`config.mk`:
```
export PLATFORM = sky130hd
export DESIGN_NAME = can_bit_destuffer
export DESIGN_NICKNAME = d
export VERILOG_FILES = /design/src/rtl/can_bit_destuffer.sv
export SDC_FILE = /design/constraint.sdc
export NUM_CORES = 1
export LEC_CHECK = 0
export BUFFER_PORTS_ARGS = -buffer_cell sky130_fd_sc_hd__buf_2
export CORE_MARGIN = 1
export CORE_UTILIZATION = 50
export DETAILED_ROUTE_END_ITERATION = 12
export PLACE_DENSITY = 0.76
export SYNTH_ARGS = -nofsm -noshare
export SYNTH_HDL_FRONTEND = slang
export SYNTH_SLANG_ARGS = --single-unit
```
`constraint.sdc`:
```
create_clock -name clk -period 3.2 [get_ports clk]
set_input_delay 0.16 -clock clk [delete_from_list [all_inputs] [get_ports clk]]
set_output_delay 0.16 -clock clk [all_outputs]
set_load 0.02 [all_outputs]
```
`src/rtl/can_bit_destuffer.sv`:
```
// ---------------------------------------------------------------------------
// can_bit_destuffer
//
// Sits behind the baud recovery block. Samples rx once per bit on the rising
// edge of the recovered baud clock. It tracks bus integration, idle and
// start-of-frame. It removes CAN stuff bits, flags stuff and sync errors, and
// hands the frame parser one-clk bit strobes.
//
// Ports
//   clk        system clock (same domain as the baud generator)
//   rst        synchronous, active-high reset
//   baud       recovered baud clock; rising edge marks the sample point
//   lock       baud generator lock flag; loss of lock aborts a frame
//   rx         synchronised CAN rx, 1 = recessive
//   destuff_en 1 = remove/check stuff bits, 0 = pass every bit through
//   bit_valid  one-clk strobe, bit_out carries a data bit
//   bit_out    destuffed bit value (0 when bit_valid is low)
//   sof        one-clk strobe with the bit_valid of the SOF bit
//   frame_end  one-clk strobe, IDLE_BITS recessive samples seen in a frame
//   stuff_err  one-clk strobe, stuff bit equal to the preceding run
//   sync_err   one-clk strobe, lock lost while in a frame
//   bus_idle   level, high while the block sits in IDLE
//
// Parameters: IDLE_BITS must be below 2**CNT_W so that the saturating
// counters can actually reach it.
// ---------------------------------------------------------------------------
module can_bit_destuffer #(
   parameter int STUFF_LEN = 5,
   parameter int IDLE_BITS = 11,
   parameter int CNT_W     = 4
) (
   input  logic clk,
   input  logic rst,
   input  logic baud,
   input  logic lock,
   input  logic rx,
   input  logic destuff_en,
   output logic bit_valid,
   output logic bit_out,
   output logic sof,
   output logic frame_end,
   output logic stuff_err,
   output logic sync_err,
   output logic bus_idle
);

   typedef enum logic [1:0] {
      INTEGRATE = 2'd0,
      IDLE      = 2'd1,
      FRAME     = 2'd2
   } state_t;

   localparam logic [CNT_W-1:0] CNT_MAX = '1;
   localparam logic [CNT_W-1:0] CNT_ONE = CNT_W'(1);
   localparam logic [CNT_W-1:0] IDLE_C  = CNT_W'(IDLE_BITS);
   localparam logic [CNT_W-1:0] STUFF_C = CNT_W'(STUFF_LEN);

   state_t           state, state_d;
   logic [CNT_W-1:0] rec_cnt, rec_d;
   logic [CNT_W-1:0] run_len, run_d;
   logic             run_val, run_val_d;
   logic             baud_q;
   logic             armed;
   logic             rise;
   logic [CNT_W-1:0] rec_inc, run_inc;
   logic             stuff_slot;

   logic bv_d, bo_d, sof_d, fe_d, se_d, sy_d;

   // baud_q is cleared by reset, so a baud level that is already high in the
   // first clk after reset would look like a rise. armed masks that clk.
   assign rise = baud & ~baud_q & armed;

   // Saturating increments; the counters never wrap.
   assign rec_inc = (rec_cnt == CNT_MAX) ? rec_cnt : rec_cnt + CNT_ONE;
   assign run_inc = (run_len == CNT_MAX) ? run_len : run_len + CNT_ONE;

   // This sample position holds a stuff bit. The run is tracked even while
   // destuffing is off, so checking resumes from the current run.
   assign stuff_slot = destuff_en & (run_len == STUFF_C);

   // -------------------------------------------------------------------
   // State and datapath registers
   // -------------------------------------------------------------------
   always_ff @(posedge clk) begin
      if (rst) begin
         state     <= INTEGRATE;
         rec_cnt   <= '0;
         run_len   <= '0;
         run_val   <= 1'b0;
         baud_q    <= 1'b0;
         armed     <= 1'b0;
         bit_valid <= 1'b0;
         bit_out   <= 1'b0;
         sof       <= 1'b0;
         frame_end <= 1'b0;
         stuff_err <= 1'b0;
         sync_err  <= 1'b0;
         bus_idle  <= 1'b0;
      end else begin
         state     <= state_d;
         rec_cnt   <= rec_d;
         run_len   <= run_d;
         run_val   <= run_val_d;
         baud_q    <= baud;
         armed     <= 1'b1;
         bit_valid <= bv_d;
         bit_out   <= bo_d;
         sof       <= sof_d;
         frame_end <= fe_d;
         stuff_err <= se_d;
         sync_err  <= sy_d;
         bus_idle  <= (state_d == IDLE);
      end
   end

   // -------------------------------------------------------------------
   // Next-state and output decode
   // -------------------------------------------------------------------
   always_comb begin
      state_d   = state;
      rec_d     = rec_cnt;
      run_d     = run_len;
      run_val_d = run_val;
      bv_d      = 1'b0;
      bo_d      = 1'b0;
      sof_d     = 1'b0;
      fe_d      = 1'b0;
      se_d      = 1'b0;
      sy_d      = 1'b0;

      case (state)
         INTEGRATE: begin
            if (rise) begin
               if (rx) begin
                  rec_d = rec_inc;
                  if (rec_inc == IDLE_C) state_d = IDLE;
               end else begin
                  rec_d = '0;
               end
            end
         end

         IDLE: begin
            // SOF is the first dominant sample; it opens a dominant run of 1.
            if (rise && !rx) begin
               state_d   = FRAME;
               sof_d     = 1'b1;
               bv_d      = 1'b1;
               bo_d      = 1'b0;
               run_val_d = 1'b0;
               run_d     = CNT_ONE;
               rec_d     = '0;
            end
         end

         FRAME: begin
            // Loss of lock wins over a coincident sample.
            if (!lock) begin
               sy_d    = 1'b1;
               state_d = INTEGRATE;
               rec_d   = '0;
            end else if (rise) begin
               if (stuff_slot && (rx == run_val)) begin
                  se_d    = 1'b1;
                  state_d = INTEGRATE;
                  rec_d   = '0;
               end else begin
                  if (stuff_slot) begin
                     // Valid stuff bit: dropped, but it starts a new run.
                     run_val_d = rx;
                     run_d     = CNT_ONE;
                  end else begin
                     bv_d = 1'b1;
                     bo_d = rx;
                     if (rx == run_val) begin
                        run_d = run_inc;
                     end else begin
                        run_val_d = rx;
                        run_d     = CNT_ONE;
                     end
                  end
                  // The recessive count includes stuff bits. End of frame
                  // still delivers this clk's bit_valid.
                  rec_d = rx ? rec_inc : '0;
                  if (rx && (rec_inc == IDLE_C)) begin
                     fe_d    = 1'b1;
                     state_d = IDLE;
                  end
               end
            end
         end

         default: state_d = INTEGRATE;
      endcase
   end

endmodule

```
==> results.md <==
- The run finished with clean final reports.
- The share of synthesized area in the top cell type comes to 0.375.
- The overall die height is 48.2 microns.
- The die is 48.2 microns wide.
- The final layout net count is 149.
- The data arrival time of the critical path is 2190 ps.
- The synthesized design spends more area on one cell type than any other, namely dfxtp_1.
- The root buffer cell chosen for the clock tree is clkbuf_4.
- At the later pin of the worst-skew pair, clock insertion delay measures 300 ps.
- Of the post-synthesis cell area, the part taken by muxes is 0.00938.
- The CTS buffer count is 3.
- The CTS sink count is 20.
- The number of iterations in the first detailed-routing pass is 4.
- Measured on the finished design, the core utilization comes to 0.592.
- The first routing iteration left 37 violations.
- The overall routed net length is 2110 microns.
- Of the total synthesized cell area, the portion taken by XOR and XNOR cells is 0.0317.
- The number of max-capacitance violations reported is 0.
- Leaving out fill and tap cells, the most frequent cells in the layout are dfxtp_1, buf_2, nor2_1.
- The largest vdd supply drop is 217 uV.
- The Yosys step of the flow raised 0 warnings.
- After synthesis, the largest family of logic cells by area is simple AND/OR/NAND/NOR gates.
- The worst path in the final design needs a cycle of 1990 ps, including I/O delays and setup.
- The number of gates given a new drive strength after cts is 0.
- STA classifies the critical path startpoint as a flip-flop.
- Of the total synthesized cell area, the portion taken by AND, OR, NAND and NOR gates is 0.243.
- The effective utilization at floorplan is 0.539.
- The average cell area after synthesis is 8.82 sq um.
- The post-synthesis async set-or-reset flop share is 0.
- The worst slew slack as a fraction of its limit is 0.713.
- During placement, the flow inserted port buffers numbering 12.
- In the final timing run, aggregate negative setup slack is 0 ps.
- The instance count of the mapped netlist is 121.
- Of the total synthesized cell area, the portion taken by full adders, half adders and majority gates is 0.0821.
- The timing-limited maximum frequency is 504 MHz.
- The maximum cell stage delay along the critical path is 450 ps.
- The most common library cell in the layout ignoring fill and taps is dfxtp_1.
- The slowest stage of the critical path belongs to the cell a2111oi_4.
- The fraction of final layout cells sized beyond drive strength 1 is 0.164.
- The initial antenna violation count is 0.
- Of all nets on the critical path, the largest fanout is 7.
- Traced cell by cell, the critical path runs through inv_1 -> ha_1 -> inv_1 -> nor3_1 -> a2111oi_4 -> o21ai_1 -> a32o_2.
- Sorting the synthesized cells by area gives the leading types as dfxtp_1, ha_1, a21oi_1.
- The final clock period utilization by the worst path is 0.620.
- After synthesis the netlist holds a flip-flop and latch count of 20.
- After global routing the overflow that remains totals 0.
- The largest net degree at the start of global routing is 15.
- The most used flip-flop cell after synthesis is dfxtp_1.
- The leakage power is 0.000453 uW.
- The number of setup buffers added after CTS is 0.
- Detailed placement finished with a half-perimeter wire length of 1620 microns.
- CTS built an H-tree with a depth of 1.
- In the final routed layout, each cell accounts on average for 13.1 microns.
- The number of antenna diodes is 0.
- The synthesized design contains 0 enable-type register cells.
- The count of final max-slew check failures came to 0.
- At the pin with the least slew margin, the transition time is 428 ps.
- Row generation in the floorplan step produced 16 rows.
- The first global-routing pass estimated 3420 microns of wire.
- The count of distinct cell types in the synthesized netlist is 40.
- The via count of the first global-routing pass is 804.
- Setup repair after global routing left no endpoint under its margin.
- Counting stages on the worst path, the most repeated cell is inv_1.
- The core region is 1980 sq um.
- Across the routed clock network, the largest skew measured is 3.71 ps.
- The overall power of the completed layout is 394 uW.
- Setup violations remaining at the end of the flow were counted as 0.
- The via count is 936.
- Clock-pin slew was measured on the worst setup and hold paths at 110 ps.
- Compared with the post-synthesis result, the final layout area differs by 9.85%.
- The congestion estimate from routability-driven global placement came to 0.851.
- The required time of the critical path is 3410 ps.
- TritonCTS built the clock tree.
- For this run, the register share of the synthesized area comes to 0.375.
- No sink is reached through more buffers than the 2 on the longest clock path.
- The path category of the worst min-delay check is primary input to flip-flop.
- The I/O pin count is 13.
- STA classifies the critical path endpoint as a flip-flop.
- The cell area power density is 336 nW/um^2.
- The final count of hold timing violations is 0.
- For this run, design rule violations remaining after detail routing come to 0.
- The total global routing track utilization is 0.212.
- The mapped netlist covers 1070 sq um.
- The share of the synthesized area in compound gates (AO/OA/AOI/OAI) is 0.217.
- The critical path is of the flip-flop to flip-flop type.
- In this run the remaining antenna-violating nets after routing total 0.
- The number of hold buffers added after CTS is 0.
- When the netlist entered floorplanning its net count stood at 134.
- The floorplan step defined a die boundary enclosing 2320 sq um.
- The via count normalized by instance count is 5.81.
## Yosys cell counts (all sizes together), types with 2 or more instances
cell    count
a211oi      2
a21oi       9
a32o        2
and3        2
clkbuf      2
dfxtp      20
ha          7
inv         9
nand2       5
nand3       8
nand4       4
nor2       10
nor2b       2
nor3        8
nor3b       2
o211ai      2
o21ai       6
o31ai       2
xor2        2
## critical path: cells and delay by family, from the launching register on
kind	cells	cell delay, ps
AND/OR/NAND/NOR	1	90
adder cells (fa/ha/maj)	1	320
flip-flops	1	400
buffers and inverters	2	220
AO/OA/AOI/OAI	3	870
## cells by family (layout without fill, tap and decap cells)
kind of cell / after synthesis / count (layout)
and+or+nand+nor: 48 / 48
AOI/OAI and AO/OA: 31 / 31
DFF: 20 / 20
buffers and inverters: 11 / 24
adders and majority gates: 7 / 7
xor gates and xnor gates: 3 / 3
muxes: 1 / 1
## per-layer routing
| metal | GRT usage | wire (microns) | up-vias |
|---|---|---|---|
| met5 | 0 | 0 | - |
| met4 | 0.117 | 42 | 0 |
| met3 | 0.0370 | 117 | 4 |
| met2 | 0.309 | 930 | 34 |
| met1 | 0.294 | 1010 | 423 |
| li1 | - | - | 475 |
## flip-flops by register name (all words and copies together), names as in the netlist
signal     count
run_val        1
rec_cnt        4
sync_err       1
sof            1
state          2
stuff_err      1
bus_idle       1
bit_valid      1
armed          1
bit_out        1
frame_end      1
run_len        4
baud_q         1
## through the flow
step                setup slack, ps  hold WS [ps]  cell area (sq um)  instances
global placement               1290           412               1150        158
detailed placement             1240           427               1150        158
floorplan                      1460           239               1070        121
CTS                            1220          93.9               1170        161
finish                         1210           105               1170        161
global route                   1070           122               1170        161
## path summary, 6_finish.rpt
| kind | from | end | slack (ps) | cells after the start |
|---|---|---|---|---|
| max | state[0] | run_len[3] | 1210 | 7 |
| max reg2reg | state[0] | run_len[3] | 1210 | 7 |
| min reg2reg | run_len[0] | run_len[0] | 510 | 1 |
| min | lock | sync_err | 110 | 2 |
## layout make-up
class | count | area, sq um
Fill cell | 172 | 810
Inverter | 9 | 33.8
Sequential cell | 20 | 400
Clock buffer | 3 | 22.5
Timing Repair Buffer | 12 | 60.1
Tap cell | 27 | 33.8
Multi-Input combinational cell | 90 | 622
## power breakdown
part	leakage (uW)	internal [uW]	switching (uW)
clock network	0.0000138	43.9	73.8
registers	0.000162	251	1.44
logic	0.000277	7.31	16.6
Power figures use the tool's default switching activity.
